File: src/rtl/qkd_est_pkg.sv
// Shared types and defaults for the QKD estimator blocks.
package qkd_est_pkg;

    localparam int unsigned E1_COEF_AMP_DEF = 24;
    localparam int unsigned CNT_W_DEF       = 32;
    localparam int unsigned DIV_W_DEF       = CNT_W_DEF + E1_COEF_AMP_DEF;

    // Dividend width of the e1 division: error count followed by the fraction bits.
    function automatic int unsigned div_w(input int unsigned cnt_w, input int unsigned coef_amp);
        return cnt_w + coef_amp;
    endfunction

    typedef enum logic [2:0] {
        StIdle,
        StAcc,
        StDiv,
        StRnd,
        StDone
    } e1_state_e;

endpackage

File: src/rtl/seq_udiv.sv
// Serial restoring unsigned divider: one quotient bit per cycle, MSB first.
// o_done is high in the cycle of the final step; o_quot/o_rem already show the final
// values in that cycle and keep showing them while the divider is idle.
module seq_udiv #(
    parameter int unsigned DVD_W = 56,
    parameter int unsigned DVS_W = 32
) (
    input  logic             clk,
    input  logic             rst,
    input  logic             i_start,
    input  logic             i_abort,
    input  logic [DVD_W-1:0] i_dividend,
    input  logic [DVS_W-1:0] i_divisor,
    output logic             o_done,
    output logic [DVD_W-1:0] o_quot,
    output logic [DVS_W-1:0] o_rem
);

    localparam int unsigned CNT_BITS = $clog2(DVD_W + 1);

    // q_q starts as the dividend and fills with quotient bits from the right.
    logic [DVD_W-1:0]    q_q, q_d;
    logic [DVS_W-1:0]    rem_q, rem_d;
    logic [DVS_W-1:0]    dvs_q, dvs_d;
    logic [CNT_BITS-1:0] cnt_q, cnt_d;
    logic                busy_q, busy_d;
    logic [DVS_W:0]      rem_sh;
    logic [DVS_W-1:0]    rem_sub;
    logic                take;
    logic                done;

    // One restoring step: shift in the next dividend bit, trial-subtract, keep if non-negative.
    always_comb begin
        rem_sh  = {rem_q, q_q[DVD_W-1]};
        take    = (rem_sh >= {1'b0, dvs_q});
        // The true difference is below the divisor, so the low bits are exact.
        rem_sub = rem_sh[DVS_W-1:0] - dvs_q;
        q_d     = q_q;
        rem_d   = rem_q;
        dvs_d   = dvs_q;
        cnt_d   = cnt_q;
        busy_d  = busy_q;
        done    = 1'b0;
        if (i_abort) begin
            busy_d = 1'b0;
        end else if (i_start) begin
            q_d    = i_dividend;
            rem_d  = '0;
            dvs_d  = i_divisor;
            cnt_d  = CNT_BITS'(DVD_W);
            busy_d = 1'b1;
        end else if (busy_q) begin
            q_d   = {q_q[DVD_W-2:0], take};
            rem_d = take ? rem_sub : rem_sh[DVS_W-1:0];
            cnt_d = cnt_q - CNT_BITS'(1);
            if (cnt_q == CNT_BITS'(1)) begin
                busy_d = 1'b0;
                done   = 1'b1;
            end
        end
    end

    // Divider state registers.
    always_ff @(posedge clk) begin
        if (rst) begin
            q_q    <= '0;
            rem_q  <= '0;
            dvs_q  <= '0;
            cnt_q  <= '0;
            busy_q <= 1'b0;
        end else begin
            q_q    <= q_d;
            rem_q  <= rem_d;
            dvs_q  <= dvs_d;
            cnt_q  <= cnt_d;
            busy_q <= busy_d;
        end
    end

    assign o_done = done;
    assign o_quot = q_d;
    assign o_rem  = rem_d;

endmodule

File: src/rtl/e1_est.sv
// Phase-error estimator: e1 = err_cnt * 2^E1_COEF_AMP / tot_cnt over one block.
// Build option: define E1_EST_ROUND_EN to round the quotient half up (adds the RND state);
// otherwise the quotient is truncated.
module e1_est
    import qkd_est_pkg::*;
#(
    parameter int unsigned E1_COEF_AMP = E1_COEF_AMP_DEF,
    parameter int unsigned CNT_W       = CNT_W_DEF
) (
    input  logic        clk,
    input  logic        rst,
    input  logic        i_start,
    input  logic        i_bit_vld,
    input  logic        i_bit_a,
    input  logic        i_bit_b,
    input  logic        i_end,
    output logic        o_busy,
    output logic [31:0] o_e1,
    output logic        o_e1_vld,
    output logic        o_e1_error
);

    localparam int unsigned DIV_W = div_w(CNT_W, E1_COEF_AMP);
    localparam logic [CNT_W-1:0] CNT_MAX = '1;

    e1_state_e        state_q, state_d;
    logic [CNT_W-1:0] tot_q, tot_d, err_q, err_d;
    logic [CNT_W-1:0] tot_inc, err_inc;
    logic             sat;
    logic             error_q, error_d;
    logic [31:0]      e1_q, e1_d;
    logic             vld_q, vld_d;
    logic             busy_q, busy_d;
    logic             div_start, div_abort, div_done;
    logic [DIV_W-1:0] div_quot;
    logic [CNT_W-1:0] div_rem;
    // Quotient never exceeds 2^E1_COEF_AMP, so the bits above 31 stay zero.
    logic             unused_quot_hi;

    assign unused_quot_hi = ^div_quot[DIV_W-1:32];

`ifdef E1_EST_ROUND_EN
    logic rnd_bit;
    // Extra quotient bit decides round-half-up.
    assign rnd_bit = ({div_rem, 1'b0} >= {1'b0, tot_q});
`else
    logic unused_rem;
    assign unused_rem = ^div_rem;
`endif

    // Counter update for this cycle's bit (saturating) and FSM next state / outputs.
    always_comb begin
        tot_inc   = tot_q;
        err_inc   = err_q;
        sat       = 1'b0;
        if (i_bit_vld) begin
            if (tot_q == CNT_MAX) sat = 1'b1;
            else                  tot_inc = tot_q + CNT_W'(1);
            if (i_bit_a ^ i_bit_b) begin
                if (err_q == CNT_MAX) sat = 1'b1;
                else                  err_inc = err_q + CNT_W'(1);
            end
        end
        state_d   = state_q;
        tot_d     = tot_q;
        err_d     = err_q;
        error_d   = error_q;
        e1_d      = e1_q;
        vld_d     = 1'b0;
        busy_d    = busy_q;
        div_start = 1'b0;
        div_abort = 1'b0;
        if (i_start) begin
            // Start wins over everything, including a pending end or running division.
            state_d   = StAcc;
            tot_d     = '0;
            err_d     = '0;
            error_d   = 1'b0;
            busy_d    = 1'b1;
            div_abort = 1'b1;
        end else begin
            unique case (state_q)
                StIdle: ;
                StAcc: begin
                    tot_d = tot_inc;
                    err_d = err_inc;
                    if (sat) error_d = 1'b1;
                    if (i_end) begin
                        if (tot_inc == '0) begin
                            e1_d    = '0;
                            error_d = 1'b1;
                            vld_d   = 1'b1;
                            busy_d  = 1'b0;
                            state_d = StDone;
                        end else begin
                            div_start = 1'b1;
                            state_d   = StDiv;
                        end
                    end
                end
                StDiv: begin
                    if (div_done) begin
`ifdef E1_EST_ROUND_EN
                        state_d = StRnd;
`else
                        e1_d    = div_quot[31:0];
                        vld_d   = 1'b1;
                        busy_d  = 1'b0;
                        state_d = StDone;
`endif
                    end
                end
`ifdef E1_EST_ROUND_EN
                StRnd: begin
                    e1_d    = div_quot[31:0] + 32'(rnd_bit);
                    vld_d   = 1'b1;
                    busy_d  = 1'b0;
                    state_d = StDone;
                end
`endif
                StDone:  state_d = StIdle;
                default: state_d = StIdle;
            endcase
        end
    end

    // FSM, counters and registered outputs.
    always_ff @(posedge clk) begin
        if (rst) begin
            state_q <= StIdle;
            tot_q   <= '0;
            err_q   <= '0;
            error_q <= 1'b0;
            e1_q    <= '0;
            vld_q   <= 1'b0;
            busy_q  <= 1'b0;
        end else begin
            state_q <= state_d;
            tot_q   <= tot_d;
            err_q   <= err_d;
            error_q <= error_d;
            e1_q    <= e1_d;
            vld_q   <= vld_d;
            busy_q  <= busy_d;
        end
    end

    seq_udiv #(
        .DVD_W(DIV_W),
        .DVS_W(CNT_W)
    ) u_div (
        .clk       (clk),
        .rst       (rst),
        .i_start   (div_start),
        .i_abort   (div_abort),
        .i_dividend({err_inc, {E1_COEF_AMP{1'b0}}}),
        .i_divisor (tot_inc),
        .o_done    (div_done),
        .o_quot    (div_quot),
        .o_rem     (div_rem)
    );

    assign o_busy     = busy_q;
    assign o_e1       = e1_q;
    assign o_e1_vld   = vld_q;
    assign o_e1_error = error_q;

endmodule

File: config.mk
export PLATFORM = sky130hd
export DESIGN_NAME = e1_est
export DESIGN_NICKNAME = d
export VERILOG_FILES = /design/src/rtl/qkd_est_pkg.sv /design/src/rtl/seq_udiv.sv /design/src/rtl/e1_est.sv
export SDC_FILE = /design/constraint.sdc
export NUM_CORES = 1
export LEC_CHECK = 0
export BUFFER_PORTS_ARGS = -buffer_cell sky130_fd_sc_hd__buf_2
export CAP_MARGIN = 40
export CORE_MARGIN = 1
export CORE_UTILIZATION = 30
export DETAILED_ROUTE_END_ITERATION = 10
export GPL_TIMING_DRIVEN = 0
export PLACE_DENSITY = 0.5
export SYNTH_ARGS = -nofsm -noshare
export SYNTH_HDL_FRONTEND = slang
export SYNTH_HIERARCHICAL = 1
export SYNTH_SLANG_ARGS = --single-unit
File: constraint.sdc
create_clock -name clk -period 7.7 [get_ports clk]
set_input_delay 1.54 -clock clk [delete_from_list [all_inputs] [get_ports clk]]
set_output_delay 1.54 -clock clk [all_outputs]
set_load 0.05 [all_outputs]
# After elaboration in Yosys (flattened, before gate mapping)
# Index checks and enable logic that the tools add are counted.
# Widths: inputs -> output; s select.
# totals
inputBits	7
output_inout_bits	35
elab_cells	98
reg_bits	229
# classes
bitwise_logic	4
order_cmp	1
mux	50
eq_ne	12
n_addsub	4
reduce_logical	13
# op_table
cell	count
$mux 32	12
$mux 56	2
$add 32x1->32 const B	2
$eq 32x32->1 const B	2
$pmux 32 s2	1
$ge 33x32->1	1
$logic_not 32->1	1
$sub 32x32->32	1
$mux 1	27
$mux 6	2
$mux 3	3
$ne 3x3->1 const B	3
$pmux 3 s3	1
$ne 2x2->1 const B	4
$eq 6x1->1 const B	1
$reduce_and 3->1	2
$sub 6x1->6 const B	1
$reduce_and 5->1	1
$pmux 1 s2	2
$reduce_and 2->1	2
$reduce_and 4->1	1
$reduce_bool 2->1	2
$reduce_or 2->1	2
$eq 3x1->1 const B	1
other kinds (5)	7

# Longest topological paths before layout
# Gate-level depths: netlist of run 1.
# depth
word_depth	13
mapped_depth	20
mapped_depth_nobuf	18

# Hierarchy
# The synthesis of run 1 kept the hierarchy.
# modules_own_cells
mod	cells_each	seq_area_each_um2	instances	area_each_um2
seq_udiv	1021	2542.4	1	7692.4
e1_est	789	2042.0	1	6274.8

# Least setup slack after synthesis of run 1
# OpenSTA, ideal clock, no wires.
# synth_timing
path_type	input port to flip-flop
from	input port i_bit_vld
to	register e1_q[0] (netlist: o_e1[0])
stages	18
slack_ps	2326
setup_ps	68
t_arrival_ps	5306
path_buffers	1
required_ps	7632
cell_sequence	nand4_1 > or2_2 > a211oi_1 > xor2_1 > a2111oi_2 > nand4bb_1 > nor4_4 > nor4b_1 > nor2b_1 > nor2_1 > and3_1 > nand3b_1 > a21oi_1 > nand2_1 > nor2_1 > clkbuf_1 > a32oi_1 > o21ai_2
# synth_via
elab_chain_cells	10
# synth_lines
element	line_no	text
from (decl)	e1_est.sv:13	input logic i_bit_vld,
$mux 32	e1_est.sv:56	if (i_bit_vld) begin
net tot_inc[15]	e1_est.sv:28	logic [CNT_W-1:0] tot_inc, err_inc;
$logic_not 32->1	e1_est.sv:89	if (tot_inc == '0) begin
$mux 1	e1_est.sv:89	
$mux 1	e1_est.sv:88	if (i_end) begin
$mux 1	e1_est.sv:82	unique case (state_q)
$mux 1	e1_est.sv:73	if (i_start) begin
net div_start	e1_est.sv:34	logic div_start, div_abort, div_done;
$mux 1	seq_udiv.sv:46	end else if (i_start) begin
$mux 1	seq_udiv.sv:44	if (i_abort) begin
net div_done	e1_est.sv:34	
$ne 2x2->1 (no line)	n/a	
$reduce_and 5->1 (no line)	n/a	
to (signal assigned)	e1_est.sv:134	e1_q <= '0;
to (signal assigned)	e1_est.sv:142	e1_q <= e1_d;
to (decl)	e1_est.sv:31	logic [31:0] e1_q, e1_d;
# The timed path passes the listed nets, and every way through them passes these cells. The select of a mux whose other input is x is not followed.
# A chain may end at the register's enable or synchronous reset.

# Worst setup path after layout of run 1
# layout_timing
from	input port i_bit_vld
to	register e1_q[18] (netlist: o_e1[18])
# The elaborated chain is that of the path after synthesis.

==> results.toml, run 1 <==
[grt]
grt_max_degree = 14
grt_antenna_before_repair = 1
grt_pass1_vias = 12363
gr-total-overflow = 0
grtUsageTotal_pct = 17.9
grt_pass1_wl_mm = 68.0

[place]
numPortBuffers = 41
finalWeightedCongestion = 0.862
place_area_sq_um = 14800
place_hpwl_mm = 32.2
place_ws_ns = 0.323

[die]
die_h_microns = 216
dieWidth_microns = 216
io_pins = 42
row_count = 77
core_sq_um = 44700
initial_core_util_pct = 30.7
fp.dieArea_sq_um = 46600

[synthesis]
avgSynthCellArea_sq_um = 7.80
yosys_warnings = 6
syn_area_sq_um = 13700
syn-instance-count = 1760

[critical_path]
crit_fanout = 10
cp-start-kind = "primary input"
crit_type = "in2reg"
arrival_ns = 7.40
cp-end-kind = "flip-flop"
required_ns = 8.18

[finish]
syn_to_final_growth_pct = 15.1
fillers = 4782
final_nets = 1901
drive_above_1_share_pct = 10.4
diodes = 0
final_area_sq_um = 15800
final_core_util_pct = 35.3

[routing]
via_per_inst = 5.16
drc = 0
dr.pass1.iters = 5
first_iter_violations = 814
wl_per_cell_microns = 17.1
num_vias = 12751
wl_mm = 42.3
ant_nets = 0

[timing]
rsz0062_at_grt = "no"
min_period_ns = 6.92
hold_slack_ns = 0.454
setup_ws_ns = 0.784
finalMaxSlewViolations = 0
hold_violations = 0
maxSlewHeadroom_pct = 40.6
clock_skew_ns = 0.0149
max_freq_mhz = 145
period_share_pct = 89.8
setup_viol = 0
tightestPinTransition_ns = 0.891

[flow_run]
max_cap_violations = 0

[cts]
clock_latency_ns = 0.55
cts_tree = "built"
cts-root-buf = "clkbuf_16"
clockBufferDepth = 3
path_clk_slew_ns = 0.06
numCtsBuffers = 28
htree_levels = 1
cts_hold_buf = 0
cts_resized = 0
clock_sinks = 229
post-cts-setup-buffer-count = 0

[power_and_ir_drop]
vdd_ir_drop_max_mv = 0.161
powerDensity_nw_per_um2 = 177
power_leakage_nw = 5.77

[hold_path]
hp-class = "reg2reg"

[run_status]
status = "completed"
==> final cells by class <==
type | count | area (sq um) | share of cell area [%]
well taps | 592 | 741 | 4.69
inverters | 61 | 229 | 1.45
multi-input cells | 1355 | 8320 | 52.7
plain buffers | 138 | 683 | 4.32
repair buffers | 44 | 229 | 1.45
clock inverters | 15 | 211 | 1.34
clock buffers | 36 | 802 | 5.08
flip-flops and latches | 229 | 4580 | 29.0
==> report_power, final <==
group          switching (mW)  internal [mW]
clock                   0.543          0.899
sequential            0.00478           1.19
combinational           0.115         0.0397
total                   0.663           2.13
==> stage by stage <==
step                total power [mW]  setup TNS (ns)  std cells
floorplan                       1.32               0       1783
global placement                1.37          -0.404       2416
detailed placement              1.38               0       2419
CTS                             2.83               0       2470
global route                    2.88               0       2470
finish                          2.79               0       2470
==> critical path, cell delays in order <==
cell	delay, ns
buf_2	0.22
inv_2	0.12
or3_1	0.50
a2111oi_2	0.49
xnor2_1	0.26
a2111oi_2	0.47
nand4b_1	0.31
nor4_4	0.73
nor4b_2	0.18
buf_4	0.21
nor2b_1	0.21
nor2_1	0.42
and3_1	0.30
nand3b_1	0.10
a21oi_1	0.19
nand2_1	0.12
nor2_1	0.36
clkbuf_1	0.43
a32oi_1	0.10
o21ai_1	0.11
==> final timing paths <==
check	from	to	slack, ns	cells past startpoint
worst min register to register	u_div/dvs_q[9]	u_div/dvs_q[9]	0.45	2
worst min-delay path	u_div/dvs_q[9]	u_div/dvs_q[9]	0.45	2
worst max register to register	tot_q[1]	o_e1[18]	1.03	20
worst max-delay path	i_bit_vld	o_e1[18]	0.78	20
==> placed cells by master, fill, tap and decap left out, types with 35 or more instances in the layout <==
cell type,n
a32oi_1,36
a22oi_1,54
nor2b_1,61
inv_1,60
buf_2,64
nor3_1,35
xor2_1,69
nand3_1,74
nor2_1,141
a21oi_1,113
nand2_1,241
ha_1,36
o21ai_0,114
clkbuf_1,85
dfxtp_1,229
xnor2_1,71
==> sequential cells by signal (all words and copies together) (netlist names) <==
name,count
u_div/q_q,56
err_q,32
o_e1,32
tot_q,32
u_div/dvs_q,32
u_div/rem_q,32
u_div/cnt_q,6
state_q,3
o_busy,1
o_e1_error,1
o_e1_vld,1
u_div/busy_q,1
==> per-layer routing <==
metal | GRT usage (%) | vias to the layer above | share of wire [%]
met5 | 0 | - | 0
met4 | 4.68 | 0 | 2.4
met3 | 1.92 | 62 | 3.3
met2 | 30.1 | 209 | 46
met1 | 24.1 | 6098 | 48
li1 | - | 6382 | -
No activity file was read; power rests on OpenSTA's default activity.
==> run 2, diff against run 1 <==
Settings changed: RECOVER_POWER set to 100.
==> results.toml, run 2 (synthesis results as in run 1) <==
[run_status]
status = "completed"

[cts]
path_clk_slew_ns = 0.06
cts-root-buf = "clkbuf_16"
post-cts-setup-buffer-count = 0
cts_resized = 0
clockBufferDepth = 3
clock_latency_ns = 0.55
numCtsBuffers = 28
clock_sinks = 229
htree_levels = 1
cts_hold_buf = 0
cts_tree = "built"

[finish]
final_nets = 1901
final_core_util_pct = 35.1
largest_register_ffs = 56
final_area_sq_um = 15700
fillers = 4812
diodes = 0
finalNonFillerCells = 2470
regMostFlops = "u_div/q_q"
layout_commonest_cell = "nand2_1"
syn_to_final_growth_pct = 14.4
final_cell_mix = "nand2_1, dfxtp_1, nor2_1"
drive_above_1_share_pct = 7.77

[critical_path]
slowest_stage = "nor4_4"
cp-start-kind = "primary input"
critPathMaxStageDelay_ns = 0.73
cp-end-kind = "flip-flop"
path_cells = "clkbuf_1 > inv_2 > or3_1 > a2111oi_2 > xnor2_1 > a2111oi_2 > nand4b_1 > nor4_4 > nor4b_2 > buf_4 > nor2b_1 > nor2_1 > and3_1 > nand3b_1 > a21oi_1 > nand2_1 > nor2_1 > clkbuf_1 > a32oi_1 > o21ai_0"
crit_fanout = 10
arrival_ns = 7.69
required_ns = 8.17
crit_family = "simple AND/OR/NAND/NOR gates"
cp.buffers_inverters = 4
crit_type = "in2reg"

[die]
initial_core_util_pct = 30.7
row_count = 77
fp.dieArea_sq_um = 46600
core_sq_um = 44700
io_pins = 42
dieWidth_microns = 216
die_h_microns = 216

[routing]
via_per_inst = 5.18
ant_nets = 0
num_vias = 12788
drc = 0
dr.pass1.iters = 5
wl_mm = 42.3
wl_per_cell_microns = 17.1
first_iter_violations = 758

[place]
numPortBuffers = 41
dp_cells = 2419
finalWeightedCongestion = 0.862
place_hpwl_mm = 32.2
place_area_sq_um = 14800

[power_and_ir_drop]
combPwrFrac_pct = 5.5
p_switching_uw = 662
intPower_mw = 2.13
swShare_pct = 23.7
power_frac_clock_pct = 51.7
seqPwrFrac_pct = 42.8
vdd_ir_drop_max_mv = 0.161
power_leakage_nw = 5.58
powerDensity_nw_per_um2 = 178

[timing]
rsz0062_at_grt = "no"
tightestPinTransition_ns = 1.39
setup_viol = 0
min_period_ns = 7.21
maxSlewHeadroom_pct = 6.29
max_freq_mhz = 139
hold_slack_ns = 0.454
hold_violations = 0
period_share_pct = 93.7
finalMaxSlewViolations = 0
clock_skew_ns = 0.0146

[grt]
grt_antenna_before_repair = 1
grt_pass1_wl_mm = 68.0
grt_max_degree = 14
grt_pass1_vias = 12363
gr-total-overflow = 0
grtUsageTotal_pct = 17.9

[flow_run]
max_cap_violations = 0

[hold_path]
hp-class = "reg2reg"
-- run 2: metal layers --
layer	track usage, %	share of wire, %
met5	0	0
met4	4.68	2.4
met3	1.92	3.2
met2	30.1	46
met1	24.1	48
-- run 2: per-stage QoR --
| step | setup TNS [ns] | power (mW) | setup slack, ns |
|---|---|---|---|
| final | 0 | 2.79 | 0.487 |
| after global routing | 0 | 2.88 | 0.288 |
| after CTS | 0 | 2.83 | 0.895 |
| after detailed placement | 0 | 1.38 | 0.323 |
| after global placement | -0.404 | 1.37 | -0.0885 |
| after floorplan | 0 | 1.32 | 2.44 |
-- run 2: final cells by class --
type	instances	area, sq um	share of cell area [%]
Multi-Input combinational cell	1355	8290	52.8
Sequential cell	229	4580	29.2
Clock buffer	36	802	5.11
Tap cell	592	741	4.72
Buffer	138	667	4.25
Inverter	61	229	1.46
Clock inverter	15	211	1.35
Timing Repair Buffer	44	174	1.11
-- run 2: worst register-to-register path: stages (launching register included) --
cell	delay (ns)
dfxtp_1	0.46
ha_1	0.36
nand4_1	0.29
or4_1	0.61
o21ai_0	0.44
clkbuf_1	0.51
nor2_1	0.13
xor2_1	0.18
or2_2	0.36
nor4_4	0.73
nor4b_2	0.18
buf_4	0.22
nor2b_1	0.21
nor2_1	0.47
and3_1	0.30
nand3b_1	0.10
a21oi_1	0.19
nand2_1	0.12
nor2_1	0.37
clkbuf_1	0.44
a32oi_1	0.10
o21ai_0	0.11
-- run 2: path summary, 6_finish.rpt --
check                                    start        endpoint  slack (ns)  depth (start not counted)
worst max register to register        tot_q[1]        o_e1[18]        0.73                         21
worst min register to register  u_div/dvs_q[9]  u_div/dvs_q[9]        0.45                          2
worst max-delay path                 i_bit_vld        o_e1[18]        0.49                         20
worst min-delay path            u_div/dvs_q[9]  u_div/dvs_q[9]        0.45                          2
-- run 2: power by group through the flow --
stage / Sequential (mW) / Combinational (mW) / Clock [mW]
3_5_place_dp: 1.22 / 0.155 / 0
6_report: 1.20 / 0.153 / 1.44
2_1_floorplan: 1.22 / 0.0975 / 0
3_3_place_gp: 1.22 / 0.153 / 0
5_1_grt: 1.20 / 0.167 / 1.52
4_1_cts: 1.19 / 0.156 / 1.48
==> run 3, diff against run 2 <==
Settings changed: ABC_AREA set to 1.
==> results.toml, run 3 <==
[cts]
cts_tree = "built"
htree_levels = 1
cts_hold_buf = 0
clockBufferDepth = 3
numCtsBuffers = 29
path_clk_slew_ns = 0.06
cts-root-buf = "clkbuf_16"
cts_resized = 0
clock_latency_ns = 0.58
clock_sinks = 229
post-cts-setup-buffer-count = 0

[die]
io_pins = 42
initial_core_util_pct = 30.3
core_sq_um = 48800
die_h_microns = 224
dieWidth_microns = 224
fp.dieArea_sq_um = 50200
row_count = 81

[timing]
finalMaxSlewViolations = 0
period_share_pct = 90.6
maxSlewHeadroom_pct = 45.5
setup_ws_ns = 0.725
tightestPinTransition_ns = 0.818
min_period_ns = 6.98
rsz0062_at_grt = "no"
setup_viol = 0
hold_violations = 0
clock_skew_ns = 0.0125
max_freq_mhz = 143

[finish]
diodes = 0
syn_to_final_growth_pct = 13.7
final_nets = 2528
drive_above_1_share_pct = 5.38
finalNonFillerCells = 3171
largest_register_ffs = 56
fillers = 5589
regArea_sq_um = 4580
final_cell_mix = "nand2_1, inv_1, nor2_1"
regMostFlops = "u_div/q_q"
multi_input_area_sq_um = 8300
layout_commonest_cell = "nand2_1"

[routing]
dr.pass1.iters = 6
via_per_inst = 4.75
met3RoutedLength_mm = 1.91
ant_nets = 0
wl_per_cell_microns = 15.7
drt-met1-wl_mm = 24.5
first_iter_violations = 1005
dr_wl_met2_mm = 22.2
num_vias = 15054
top_layer = "met4"
wl_mm = 49.8
drc = 0

[hold_path]
min_to = "o_e1[9]"
hold_start = "o_e1[9]"
hp-class = "reg2reg"
hold_path_depth = 2

[critical_path]
r2r_cells = 29
arrival_ns = 7.48
cp-start-kind = "primary input"
rrSetupSlack_ns = 1.13
reg2reg_to = "o_e1[26]"
crit_fanout = 10
crit_type = "in2reg"
reg2reg_from = "tot_q[0]"
cp-end-kind = "flip-flop"
startpoint = "i_bit_vld"
required_ns = 8.21

[synthesis]
syn_area_sq_um = 14800
syn-instance-count = 2389
avgSynthCellArea_sq_um = 6.20
yosys_warnings = 6

[power_and_ir_drop]
powerDensity_nw_per_um2 = 195
total_power_mw = 3.27
vdd_ir_drop_max_mv = 0.171
power_leakage_nw = 7.56

[grt]
grt_max_degree = 16
grtUsageTotal_pct = 19.8
grt_pass1_wl_mm = 79.2
grt_antenna_before_repair = 0
grt_pass1_vias = 14430
gr-total-overflow = 0

[place]
numPortBuffers = 40
dp_cells = 3117
finalWeightedCongestion = 0.946
place_hpwl_mm = 39.0
place_ws_ns = 0.125

[flow_run]
max_cap_violations = 0

[run_status]
status = "completed"
[run 3: per-layer routing]
layer  GRT usage (%)  up-vias
met5               0        -
met4            5.81        0
met3            1.97       65
met2            32.2      279
met1            27.6     6928
li1                -     7782
[run 3: metrics by stage]
stage | cell area [sq um] | hold slack [ns] | utilization, % | setup TNS, ns
3_3_place_gp | 15900 | 0.439 | 32.6 | -0.566
6_report | 16800 | 0.465 | 34.5 | 0
5_1_grt | 16800 | 0.477 | 34.5 | 0
4_1_cts | 16900 | 0.465 | 34.6 | 0
3_5_place_dp | 15900 | 0.452 | 32.6 | 0
2_1_floorplan | 14900 | 0.434 | - | 0
[run 3: worst max-delay path: stages]
cell      delay (ns)
clkbuf_1        0.29
nand2_1         0.15
nor2_1          0.17
nand3_1         0.10
nor2_1          0.15
nand3_1         0.09
nand2_1         0.10
nand3_1         0.08
nor2_1          0.20
nand2_1         0.14
nor2_1          0.27
nand2_1         0.11
nand2_2         0.16
buf_6           0.20
buf_6           0.17
nor3_1          0.09
nor2_1          0.26
inv_1           0.19
nor2_2          0.38
inv_1           0.24
clkbuf_1        0.30
nor2_1          0.32
o21ai_0         0.18
nor3_1          0.58
buf_2           0.30
clkbuf_1        0.36
nand3_1         0.18
a21oi_1         0.17
[run 3: how the worst max path moves through the flow]
stage	depth (start not counted)	slack, ns	to
CTS	25	0.72	o_e1[26]
global placement	25	-0.06	o_e1[21]
floorplan	26	2.28	o_e1[10]
global route	28	0.14	o_e1[5]
detailed placement	25	0.12	o_e1[26]
finish	28	0.72	o_e1[26]
[run 3: power breakdown]
| group | internal, mW | switching (mW) |
|---|---|---|
| clock network | 0.847 | 0.578 |
| logic | 0.171 | 0.430 |
| registers | 1.22 | 0.0270 |
[run 3: cell type report]
class / instances / share of cell area (%)
inverters: 397 / 8.86
flip-flops and latches: 229 / 27.2
clock inverters: 13 / 0.996
well taps: 664 / 4.94
clock buffers: 41 / 4.88
plain buffers: 104 / 2.80
multi-input cells: 1682 / 49.3
repair buffers: 41 / 0.952
